[config.mk]
export PLATFORM = sky130hd
export DESIGN_NAME = pe_arbiter3
export DESIGN_NICKNAME = d
export VERILOG_FILES = /design/src/rtl/pe_arb_pkg.sv /design/src/rtl/pe_enc3.sv /design/src/rtl/pe_arbiter3.sv
export SDC_FILE = /design/constraint.sdc
export NUM_CORES = 1
export LEC_CHECK = 0
export CAP_MARGIN = 20
export CELL_PAD_IN_SITES_DETAIL_PLACEMENT = 1
export CELL_PAD_IN_SITES_GLOBAL_PLACEMENT = 1
export CORE_AREA = 10 10 51 69
export CTS_BUF_LIST = sky130_fd_sc_hd__clkbuf_4 sky130_fd_sc_hd__clkbuf_8
export DETAILED_ROUTE_END_ITERATION = 7
export DIE_AREA = 0 0 61 79
export PLACE_DENSITY = 0.77
export SYNTH_ARGS = -nofsm -noshare
export SYNTH_HDL_FRONTEND = slang
export SYNTH_SLANG_ARGS = --single-unit
[constraint.sdc]
create_clock -name clk -period 2.2 [get_ports clk]
set_clock_uncertainty 0.15 [all_clocks]
set_input_delay 0.44 -clock clk [delete_from_list [all_inputs] [get_ports clk]]
set_output_delay 0.44 -clock clk [all_outputs]
set_load 0.01 [all_outputs]
[src/rtl/pe_arb_pkg.sv]
// Shared types and constants for the pe_arbiter3 three-requester arbiter.
package pe_arb_pkg;

  typedef enum logic [1:0] {
    IDLE  = 2'd0,
    GRANT = 2'd1,
    GAP   = 2'd2
  } arb_state_t;

  localparam logic [1:0] ID_NONE = 2'b00;
  localparam logic [1:0] ID_R0   = 2'b01;
  localparam logic [1:0] ID_R1   = 2'b10;
  localparam logic [1:0] ID_R2   = 2'b11;

  localparam int CNT_W = 8;

  function automatic logic [2:0] id_to_onehot(input logic [1:0] id);
    logic [2:0] oh;
    case (id)
      ID_R0:   oh = 3'b001;
      ID_R1:   oh = 3'b010;
      ID_R2:   oh = 3'b100;
      default: oh = 3'b000;
    endcase
    return oh;
  endfunction

  // Requester index seen at encoder bit j when the search starts at ptr+1.
  function automatic logic [1:0] rr_idx(input logic [1:0] ptr, input int j);
    int t;
    t = (int'(ptr) + 3 - j) % 3;
    return 2'(t);
  endfunction

endpackage

[src/rtl/pe_enc3.sv]
// Combinational 3-to-2 priority encoder; bit 2 has the highest priority.
module pe_enc3
  import pe_arb_pkg::*;
(
  input  logic [2:0] req,
  output logic [1:0] id
);

  always_comb begin
    id = ID_NONE;
    if (req[2])      id = ID_R2;
    else if (req[1]) id = ID_R1;
    else if (req[0]) id = ID_R0;
  end

endmodule

[src/rtl/pe_arbiter3.sv]
// Three-requester arbiter with hold limit and one-cycle turnaround gap.
// Define PE_ARB_ROUND_ROBIN_EN for rotating priority; default is fixed priority.
module pe_arbiter3
  import pe_arb_pkg::*;
#(
  parameter int HOLD_MAX = 16
) (
  input  logic       clk,
  input  logic       rst,
  input  logic [2:0] req,
  input  logic [2:0] rel,
  output logic [2:0] gnt,
  output logic [1:0] gnt_id,
  output logic       busy,
  output logic       timeout
);

  localparam logic [CNT_W-1:0] HOLD_MAX_C = CNT_W'(HOLD_MAX);

  arb_state_t       state_reg, state_next;
  logic [CNT_W-1:0] cnt_reg, cnt_next;
  logic [1:0]       ptr_reg, ptr_next;
  logic [2:0]       gnt_reg, gnt_next;
  logic [1:0]       gnt_id_reg, gnt_id_next;
  logic             busy_reg, busy_next;
  logic             timeout_reg, timeout_next;

  logic [2:0] enc_in;
  logic [1:0] enc_id;
  logic [1:0] win_id;

`ifdef PE_ARB_ROUND_ROBIN_EN
  // Rotate so the requester after the last owner lands on encoder bit 2.
  for (genvar gi = 0; gi < 3; gi++) begin : g_rot
    assign enc_in[gi] = req[rr_idx(ptr_reg, gi)];
  end

  always_comb begin
    win_id = ID_NONE;
    if (enc_id != ID_NONE)
      win_id = rr_idx(ptr_reg, int'(enc_id) - 1) + 2'd1;
  end
`else
  assign enc_in = req;
  assign win_id = enc_id;
`endif

  pe_enc3 u_enc (
    .req (enc_in),
    .id  (enc_id)
  );

  logic owner_rel, owner_drop, at_max;
  assign owner_rel  = |(gnt_reg & rel);
  assign owner_drop = ~|(gnt_reg & req);
  assign at_max     = (cnt_reg == HOLD_MAX_C);

  always_comb begin
    state_next   = state_reg;
    cnt_next     = cnt_reg;
    ptr_next     = ptr_reg;
    gnt_next     = 3'b000;
    gnt_id_next  = ID_NONE;
    busy_next    = 1'b0;
    timeout_next = 1'b0;
    case (state_reg)
      IDLE: begin
        if (win_id != ID_NONE) begin
          state_next  = GRANT;
          cnt_next    = CNT_W'(1);
          ptr_next    = win_id - 2'd1;
          gnt_next    = id_to_onehot(win_id);
          gnt_id_next = win_id;
          busy_next   = 1'b1;
        end
      end
      GRANT: begin
        cnt_next = cnt_reg + CNT_W'(1);
        if (owner_rel || owner_drop || at_max) begin
          state_next   = GAP;
          // A coincident release or dropped request wins over the hold limit.
          timeout_next = at_max && !owner_rel && !owner_drop;
        end else begin
          gnt_next    = gnt_reg;
          gnt_id_next = gnt_id_reg;
          busy_next   = 1'b1;
        end
      end
      GAP:     state_next = IDLE;
      default: state_next = IDLE;
    endcase
  end

  always_ff @(posedge clk) begin
    if (rst) begin
      state_reg   <= IDLE;
      cnt_reg     <= '0;
      ptr_reg     <= 2'd2;
      gnt_reg     <= 3'b000;
      gnt_id_reg  <= ID_NONE;
      busy_reg    <= 1'b0;
      timeout_reg <= 1'b0;
    end else begin
      state_reg   <= state_next;
      cnt_reg     <= cnt_next;
      ptr_reg     <= ptr_next;
      gnt_reg     <= gnt_next;
      gnt_id_reg  <= gnt_id_next;
      busy_reg    <= busy_next;
      timeout_reg <= timeout_next;
    end
  end

  assign gnt     = gnt_reg;
  assign gnt_id  = gnt_id_reg;
  assign busy    = busy_reg;
  assign timeout = timeout_reg;

endmodule
Word-level counts from Yosys, hierarchy flattened:

Index checks and enable logic that the tools add are counted.

* add/sub/neg operators: 1
* multipliers: 0
* div/mod/pow operators: 0
* order comparisons: 0
* eq/ne operators: 7
* shift-type cells: 0
* mux-type cells: 18
* bitwise operators: 4
* reduce and logical (&&, ||, !) cells: 14

Operators by type and width (number)
* $pmux W8 S2: 1
* $mux W2: 6
* $pmux W3 S3: 1
* $reduce_or A3 Y1: 3
* $add A8 B1 Y8 const B: 1
* $eq A8 B5 Y1 const B: 1
* $mux W8: 1
* $pmux W2 S2: 2
* $and A3 B3 Y3: 2
* $mux W3: 2
* $pmux W3 S2: 1
* $eq A2 B1 Y1 const B: 2
* $eq A2 B2 Y1 const B: 2
* $ne A2 B2 Y1 const B: 2
* $reduce_and A2 Y1: 2
* $reduce_bool A2 Y1: 2
* $mux W1: 3
* $logic_and A1 B1 Y1: 2
* $logic_not A1 Y1: 2
* $logic_not A2 Y1: 1
* $logic_or A1 B1 Y1: 2
* $not A1 Y1: 2
* $pmux W1 S2: 1

* bits in registers: 17
* latch bits: 0
* bits in writable memories: 0
* ROM bits: 0
* input port bits: 8
* logic and storage cells: 50
* memories kept: 0

Longest topological paths before layout:

Gate-level depths: netlist of run 1.

* word-level depth: 7
* mapped depth: 5

Modules after synthesis:

Synthesis of run 1 repeated with hierarchy kept, for this count alone.

* cell total of the unflattened synthesis: 84
* area total of the unflattened synthesis: 790.8 um2

Modules (own cells, without submodules)
* pe_arbiter3: times used 1, cells each 81, area an instance 773.2 um2, sequential area each 340.3 um2
* pe_enc3: times used 1, cells each 3, area an instance 17.5 um2, sequential area each 0.0 um2

Worst setup path before layout of run 1:

OpenSTA, ideal clock, no wires.

* kind: input-to-reg
* start point: in rel[0]
* end point: reg gnt_reg[0], in the netlist gnt[0]
* setup time: 84 ps
* arrival time: 1583 ps
* path slack: 383 ps
* cell stages on the path: 4
* cell sequence: a222oi_1 -> or4b_1 -> buf_6 -> o31ai_2

* cells in the longest elaborated chain, start to end: 5

Ends and longest elaborated chain
* start, declared: line pe_arbiter3.sv:11 `input logic [2:0] rel,`
* $and A3 B3 Y3: line pe_arbiter3.sv:54 `assign owner_rel = |(gnt_reg & rel);`
* $reduce_or A3 Y1: line pe_arbiter3.sv:54
* $logic_or A1 B1 Y1 (2 in a row): line pe_arbiter3.sv:79 `if (owner_rel || owner_drop || at_max) begin`
* $ne A2 B2 Y1 (no source line)
* end signal, assigned: line pe_arbiter3.sv:107 `gnt_reg <= gnt_next;`
* end, declared: line pe_arbiter3.sv:23 `logic [2:0] gnt_reg, gnt_next;`

No other way between the ends.
A chain may end at the register's enable or synchronous reset.

Final worst setup path of run 1:

Ends and elaborated chain as after synthesis.

==> metrics, run 1 <==
area leader, netlist dfxtp_1; ys flop type dfxtp_1; DRC 0; Final WS setup ~0.14 ns; met3 wire len 113 µm; Clock Tree Buf Depth 2; Synth cell types 38; IO buf count 14; Vias/cell between 5 and 6; final hold vios 0; row count 21; initial DRC count 9; MaxCap Viol Count 0; effective utilization at floorplan 0.3810; clock latency on the worst-skew pair 0.29 ns; Routed WL per cell 17.27 µm; max FFs per register 8; Final Cycle Share 0.9355; Top Metal Used met4; power per cell area roughly 580 mW/mm²; area of the multi-input gates slightly below 500 µm²; relative slew slack 0.5475; proportion of netlist area held by the largest area contributor 0.3864; largest net degree at the start of global routing 14; Fillers 289; worst hold margin between 0.3 and 0.4 ns; fraction of layout cells with a size suffix above 1 0.1552; worst slew pin tran around 0.67 ns; Sink Count 17; clock slew at reported path FFs 0.11 ns; Post-Route WL 2400 µm; most common library cells after synthesis dfxtp_1 (17), inv_1 (10), a21oi_1 (5), o31ai_2 (5); Area growth, synth to finish 24.86%; vias 807; CTS root buf clkbuf_4; post-synthesis sequential area ratio 0.3864; H-tree depth 1; Post-Syn Area about 880 µm²; adder-cell share of the synthesized area 0.02841; RSZ-0062 raised after global routing no; die span in x 61 µm; outcome completed; worst-path fanout max 8; grt ovf 0; Leak about 0.4 nW; CTS tree done; Detailed Routing Iterations Pass 1 4; Post-synth EDFFs 0; fmax between 0.4 and 0.5 GHz; Simple-Gate Fraction of Synth Area 0.2429; Gate Count Post-Synth 96; DIE HEIGHT 79 µm; all-layer global routing usage 0.1102; syn avg cell area 9.175 µm²; hold buffers post-CTS 0; n_diodes 0; top cells by area, synth dfxtp_1 (39%), o31ai_2 (7.1%), inv_1 (4.3%); Startpoint Class input pin; WL met1 roughly 940 µm; initial antenna violation count 0; area share of xor/xnor cells in the synthesized design 0; post-cts gate resize count 0; Final nets 127; final setup fails 0; FF+latch count, synth 17; critical path type in2reg; final count of pins violating max slew 0; core area between 0.002 and 0.0025 mm²; Max VDD drop 0.0003394 V; Mapped Nets 106; Synth Area in Compound Gates 0.2628; Yosys warnings 0; # Post-CTS Setup Buffers 0; most frequent cell after synthesis dfxtp_1; met2 WL roughly 1300 µm; top-level port count 15; Reg area about 340 µm²; Util after Layout 0.4756; Crit path arrival time between 2 and 2.5 ns; GPL Wtd Cong 0.8515; DIE AREA between 0.004 and 0.005 mm²; post-synthesis mux area share 0.01136; Tmin final about 2.1 ns; DP HPWL 1849 µm; first-pass GRT wire length about 4200 µm; post-route cell area 0.001100 mm²; Post-synth ARST share 0; DP Area between 0.001 and 0.0015 mm²; crit end category flip-flop; main combinational cell family by area after synthesis compound AO/OA/AOI/OAI gates; ANT nets after route 0; vias in the first global route roughly 900; Inserted Clock Buffers 3; pre-CTS WS -0.1701 ns; WP data required ~2.3 ns; Hold Path Class reg2reg
-- report_power, final --
group	switching, mW	internal (mW)	leakage [nW]
logic	0.0627	0.0623	0.248
registers	0.0211	0.325	0.139
clock network	0.101	0.0676	0.0177
total	0.185	0.455	0.404
-- layer usage --
layer / vias to the layer above / track usage
li1: 397 / -
met1: 395 / 0.1105
met2: 13 / 0.1963
met3: 2 / 0.03662
met4: 0 / 0.04626
met5: - / 0
-- per-stage QoR --
stage	total power, mW	TNS [ns]	instances
global placement	0.4739	-0.3532	135
finish	0.6401	0	139
detailed placement	0.4785	-0.8958	135
global route	0.6817	0	139
floorplan	0.4147	0	96
CTS	0.6486	0	139
-- placed cells by master, fill, tap and decap left out, types with 2 or more instances in the layout --
master           netlist  final
nor2_1                 4      4
inv_1                 10     10
nand2b_1               2      2
a311oi_1               2      2
nand2_1                4      4
clkdlybuf4s50_1        0     14
o21ai_1                2      2
nand3_1                4      4
a222oi_1               2      2
clkbuf_4               0      3
o21ai_0                3      3
nor2b_1                4      4
o31ai_1                2      2
nor3_1                 2      2
o31ai_2                5      5
buf_4                  0      6
a41oi_1                2      2
or2_2                  2      2
dfxtp_1               17     17
a21oi_1                5      5
ha_1                   2      2
-- final timing paths --
check | startpoint | endpoint | slack, ns | depth (start not counted)
max | rel[0] | gnt[0] | 0.14 | 5
min | gnt_id[1] | gnt_id[1] | 0.34 | 2
max reg2reg | state_reg[0] | gnt[0] | 0.36 | 4
min reg2reg | gnt_id[1] | gnt_id[1] | 0.34 | 2
-- worst max-delay path, stage by stage --
cell and delay [ns]:
clkdlybuf4s50_1 0.41, a222oi_1 0.38, or4b_1 0.47, buf_4 0.19, o31ai_2 0.22
-- layout make-up --
| class | instances | share of cell area |
|---|---|---|
| Multi-Input combinational cell | 65 | 0.4369 |
| Sequential cell | 17 | 0.3094 |
| Timing Repair Buffer | 20 | 0.1684 |
| Inverter | 10 | 0.03413 |
| Tap cell | 23 | 0.02617 |
| Clock buffer | 3 | 0.02048 |
| Clock inverter | 1 | 0.004551 |
-- kinds of logic (layout without fill, tap and decap cells) --
| kind of cell | Yosys count | after routing |
|---|---|---|
| multiplexers | 1 | 1 |
| flip-flops | 17 | 17 |
| buffers and inverters | 14 | 34 |
| AND/OR/NAND/NOR | 33 | 33 |
| adder cells (fa/ha/maj) | 2 | 2 |
| AO/OA/AOI/OAI | 29 | 29 |
Note: power is estimated with default switching activity, not from simulation.
==> run 2: changes to the inputs <==
Settings changed: GPL_TIMING_DRIVEN set to 0.
==> run 2 against run 1 <==
Hold slack got worse by 0.0044 ns. Via count increased by 0.62%. Power hardly changed. Fmax is 0.12% higher. Non-clock buffer count is 2 lower. Critical path type unchanged.
==> metrics, run 2 (synthesis gave the netlist of run 1 again) <==
initial antenna violation count 0 (unchanged); Max VDD drop 0.0002972 V (-12%); fraction of layout cells with a size suffix above 1 0.1228 (-0.03237); final hold vios 0 (unchanged); clock latency on the worst-skew pair 0.30 ns (about the same); final count of pins violating max slew 0 (unchanged); MaxCap Viol Count 0 (unchanged); GPL Wtd Cong 0.8103 (-4.8%); H-tree depth 1 (unchanged); NetSw 0.1893 mW (+2.3%); r2r endpoint gnt[0]; worst hold margin 0.3390 ns (-0.004386 ns); R2R cell count 4 (unchanged); internal power 0.4509 mW (-0.92%); DRC 0 (unchanged); Detailed Routing Iterations Pass 1 4 (unchanged); Final Cycle Share 0.9344 (-0.001081); commonest non-fill, non-tap cell in the layout dfxtp_1; DP HPWL 1730 µm (-6.4%); area of the multi-input gates 485.5 µm² (+1.0%); Vias/cell 5.927 (+2.1%); largest net degree at the start of global routing 11 (-3); CTS root buf clkbuf_4; die span in x 61 µm (unchanged); Reg area 340.3 µm² (unchanged); Tmin final 2.056 ns (-0.002378 ns); all-layer global routing usage 0.1081 (-0.002134); FF-to-FF Start gnt[0]; DIE AREA 0.004819 mm² (unchanged); vias in the first global route 881 (-1.8%); Startpoint Class input pin; n_diodes 0 (unchanged); worst slew pin tran 0.6534 ns (-0.02029 ns); core area 0.002312 mm² (unchanged); power per cell area 591.5 mW/mm² (+1.6%); fmax 0.4865 GHz (+0.12%); Switching Fraction 0.2957 (+0.006595); CP Launch Point rel[0]; IO buf count 14 (unchanged); Leak 0.3862 nW (-4.5%); relative slew slack 0.5611 (+0.01363); Final WS setup 0.1444 ns (+0.002378 ns); grt ovf 0 (unchanged); pre-CTS WS -0.2787 ns (-0.1086 ns); critical path type in2reg; crit end category flip-flop; logic gate share of total power 0.189 (-0.006); clock slew at reported path FFs 0.11 ns (about the same); hold buffers post-CTS 0 (unchanged); CTS tree done; vias 812 (+0.62%); Inserted Clock Buffers 3 (unchanged); flop2flop setup slack 0.34 ns (-0.02 ns); Fillers 292 (+1.0%); sequential power share 0.537 (-0.004); Sink Count 17 (unchanged); ANT nets after route 0 (unchanged); initial DRC count 30 (+21); final setup fails 0 (unchanged); row count 21 (unchanged); RSZ-0062 raised after global routing no; WP data required 2.27 ns (about the same); Area growth, synth to finish 22.87%; first-pass GRT wire length 4084 µm (-1.7%); worst-path fanout max 8 (unchanged); total negative setup slack 0 ns (unchanged); Final nets 125 (-1.6%); Critical Path End gnt[0]; max FFs per register 8 (unchanged); DIE HEIGHT 79 µm (unchanged); effective utilization at floorplan 0.3810 (unchanged); top-level port count 15 (unchanged); outcome completed; Hold Path Class reg2reg; Clock power frac 0.274 (+0.010); Clock Tree Buf Depth 2 (unchanged); Crit path arrival time 2.13 ns (+0.02 ns); Routed WL per cell 16.71 µm (-3.2%); Post-Route WL 2289 µm (-4.6%); commonest non-fill, non-tap cells in the layout dfxtp_1 (17), clkdlybuf4s50_1 (14), inv_1 (10)
-- run 2: cell types whose count changed in the layout (fill, tap and decap cells not counted), sizes merged --
cell / change
buf: -5
clkbuf: +3
-- run 2: worst max-delay path: stages --
cell and delay [ns]:
clkdlybuf4s50_1 0.40, a222oi_1 0.42, or4b_1 0.50, buf_6 0.16, o31ai_2 0.20
-- run 2: worst min path at each step --
stage                     startpoint         end  slack [ns]  cells after the start
after floorplan           cnt_reg[5]  cnt_reg[5]        0.31                      1
after global placement     gnt_id[1]   gnt_id[1]        0.31                      2
after detailed placement   gnt_id[0]   gnt_id[0]        0.32                      2
after CTS                  gnt_id[0]   gnt_id[0]        0.34                      2
after global routing       gnt_id[0]   gnt_id[0]        0.36                      2
final                      gnt_id[0]   gnt_id[0]        0.34                      2
-- run 2: area by class of cell --
type                    instances  area share
multi-input cells              65      0.4486
flip-flops and latches         17      0.3144
repair buffers                 14      0.1295
inverters                      10     0.03468
well taps                      23     0.02659
clock buffers                   3     0.02081
plain buffers                   4     0.02081
clock inverters                 1    0.004624
-- run 2: per-layer routing --
layer,track usage,part of all wire
met5,0,0
met3,0.03981,0.063
met1,0.1115,0.39
met4,0.07269,0.033
met2,0.1738,0.51
-- run 2: stage by stage --
stage	total power [mW]	utilization	std cells	cell area, µm²
after floorplan	0.4147	-	96	880.8
after global placement	0.4672	0.4540	133	1050
after detailed placement	0.4724	0.4540	133	1050
after CTS	0.6486	0.4659	137	1077
after global routing	0.6782	0.4681	137	1082
final	0.6402	0.4681	137	1082
-- run 2: timing repair --
action | 4_1_cts | 5_1_grt
setup endpoints to repair | 0 | 3
gates resized for setup | 0 | 1
buffers inserted | 0 | 0
-- run 2: power groups by stage --
stage | clock (mW) | combinational, mW | sequential [mW]
floorplan | 0 | 0.0638 | 0.351
global placement | 0 | 0.117 | 0.350
detailed placement | 0 | 0.122 | 0.351
CTS | 0.181 | 0.123 | 0.344
global route | 0.194 | 0.137 | 0.347
finish | 0.176 | 0.121 | 0.344
==> run 3: changes to the inputs <==
Settings changed: ABC_AREA set to 1, CORE_AREA 10 10 51 69 to 10 10 52 70, DIE_AREA 0 0 61 79 to 0 0 62 80, PLACE_DENSITY 0.77 to 0.76.
==> run 3 against run 2 <==
Critical path depth fell by 4. Power up 3.0%. Combinational power is 13% higher. Non-clock buffer count decreased by 3. Largest cell class unchanged. Utilization decreased by 2.2 points. Fmax increased by 13%. Via count is 0.86% higher.
==> metrics, run 3 <==
Gate Count Post-Synth 117 (+22%); worst slew pin tran 0.2613 ns (-0.3921 ns); area leader, netlist dfxtp_1; max FFs per register 8 (unchanged); Yosys warnings 0 (unchanged); proportion of netlist area held by the largest area contributor 0.3942 (+0.007839); initial DRC count 11 (-63%); commonest non-fill, non-tap cells in the layout nand2_1 (25), dfxtp_1 (17), inv_1 (15); slowest stage cell, crit path clkdlybuf4s50_1; Post-Syn Area 863.3 µm² (-2.0%); final setup fails 0 (unchanged); Final WS setup 0.3755 ns (+0.2312 ns); CTS tree done; first-pass GRT wire length 3712 µm (-9.1%); fraction of layout cells with a size suffix above 1 0.1418 (+0.01898); IO buf count 13 (-1); grt ovf 0 (unchanged); initial antenna violation count 0 (unchanged); fmax 0.5481 GHz (+13%); worst hold margin 0.3004 ns (-0.03861 ns); outcome completed; commonest non-fill, non-tap cell in the layout nand2_1; relative slew slack 0.8256 (+0.2645); Util after Layout 0.4458 (-0.02223); DIE AREA 0.004960 mm² (+2.9%); CTS root buf clkbuf_4; crit path buf inv count 1 (-1); pre-CTS WS 0.1712 ns (+0.4498 ns); FF+latch count, synth 17 (unchanged); core area 0.002391 mm² (+3.4%); die span in x 62 µm (+1.6%); Max VDD drop 0.0003519 V (+18%); Leak 0.4100 nW (+6.2%); Post-Route WL 2307 µm (+0.79%); total negative setup slack 0 ns (unchanged); Detailed Routing Iterations Pass 1 3 (-1); area of the multi-input gates 445.4 µm² (-8.2%); RSZ-0062 raised after global routing no; Area growth, synth to finish 23.48%; hold buffers post-CTS 0 (unchanged); WP data required 1.61 ns (-0.66 ns); vias in the first global route 856 (-2.8%); H-tree depth 1 (unchanged); Final Cycle Share 0.8293 (-0.1051); ys flop type dfxtp_1; CP delay by family, top buffers and inverters; Mapped Nets 127 (+20%); Post-synth EDFFs 0 (unchanged); top-level port count 15 (unchanged); row count 21 (unchanged); clock slew at reported path FFs 0.10 ns (about the same); critical-path cell list clkdlybuf4s50_1; post-synthesis sequential area ratio 0.3942 (+0.007839); syn avg cell area 7.379 µm² (-20%); clock latency on the worst-skew pair 0.29 ns (about the same); Hold Path Class in2reg; Startpoint Class flip-flop; Clock Tree Buf Depth 2 (unchanged); most common library cells after synthesis nand2_1 (25), dfxtp_1 (17), inv_1 (15); effective utilization at floorplan 0.3611 (-0.01988); Vias/cell 4.875 (-18%); GPL Wtd Cong 0.8450 (+4.3%); Sink Count 17 (unchanged); largest net degree at the start of global routing 11 (unchanged); power per cell area 618.5 mW/mm² (+4.6%); final hold vios 0 (unchanged); Post-synth ARST share 0 (unchanged); # Post-CTS Setup Buffers 0 (unchanged); critical path type reg2out; Synth cell types 22 (-42%); crit end category output pin; worst-path fanout max 4 (-4); Routed WL per cell 13.73 µm (-18%); ANT nets after route 0 (unchanged); Reg area 340.3 µm² (unchanged); all-layer global routing usage 0.09826 (-0.009819); Tmin final 1.824 ns (-0.2312 ns); DIE HEIGHT 80 µm (+1.3%); Slowest Stage Delay on Critical Path 0.56 ns (+0.06 ns); DP HPWL 1853 µm (+7.1%); vias 819 (+0.86%); n_diodes 0 (unchanged); Inserted Clock Buffers 3 (unchanged); Crit path arrival time 1.23 ns (-0.90 ns); top cells by area, synth dfxtp_1 (39%), nand2_1 (11%), a21oi_1 (8.1%); Final nets 145 (+16%); DRC 0 (unchanged); MaxCap Viol Count 0 (unchanged); post-cts gate resize count 0 (unchanged); most frequent cell after synthesis nand2_1; final count of pins violating max slew 0 (unchanged); Fillers 305 (+4.5%)
==> run 3: cell count changes after synthesis, sizes merged, moves of 2 or more <==
cell and delta:
clkbuf -3, nand2b -2, nor2b -4, o21ai +2, a41oi -2, nand4 +5, inv +5, nor2 +11
a311oi -2, a222oi -2, a21oi +10, o31ai -6, nand2 +24, nor3 -2
==> run 3: worst paths after layout <==
path | end | slack [ns] | startpoint | cells after the start
max | gnt[2] | 0.38 | gnt[2] | 1
max reg2reg | cnt_reg[6] | 0.72 | cnt_reg[1] | 6
min reg2reg | gnt_id[1] | 0.34 | gnt_id[1] | 2
min | gnt[0] | 0.30 | rst | 2
==> run 3: final cells by class <==
class | count | share of cell area
plain buffers | 2 | 0.01526
clock buffers | 4 | 0.02817
inverters | 16 | 0.05751
multi-input cells | 82 | 0.4178
flip-flops and latches | 17 | 0.3192
well taps | 34 | 0.03991
repair buffers | 13 | 0.1221
==> run 3: power breakdown <==
part	internal [mW]	leakage (nW)	total, mW	switching (mW)
Combinational	0.0556	0.253	0.137	0.0817
Sequential	0.324	0.139	0.337	0.0124
Clock	0.0829	0.0184	0.186	0.103
==> run 3: cells by family after synthesis <==
logic type      Yosys count  share of synthesized area
simple gates             56                     0.3377
compound gates           24                     0.1493
buf+inv                  18                    0.08984
flops                    17                     0.3942
fa+ha+maj                 2                    0.02898
==> run 3: through the flow <==
| step | area [µm²] | power, mW | cells |
|---|---|---|---|
| finish | 1066 | 0.6594 | 168 |
| global route | 1066 | 0.6993 | 168 |
| CTS | 1066 | 0.6704 | 168 |
| detailed placement | 1036 | 0.4830 | 164 |
| global placement | 1036 | 0.4775 | 164 |
| floorplan | 863.3 | 0.4265 | 117 |
==> run 3: layer usage <==
metal / routed length (µm) / GRT usage
met1: 960 / 0.09580
met3: 121 / 0.02866
met4: 42 / 0.04933
met2: 1183 / 0.1770
met5: 0 / 0
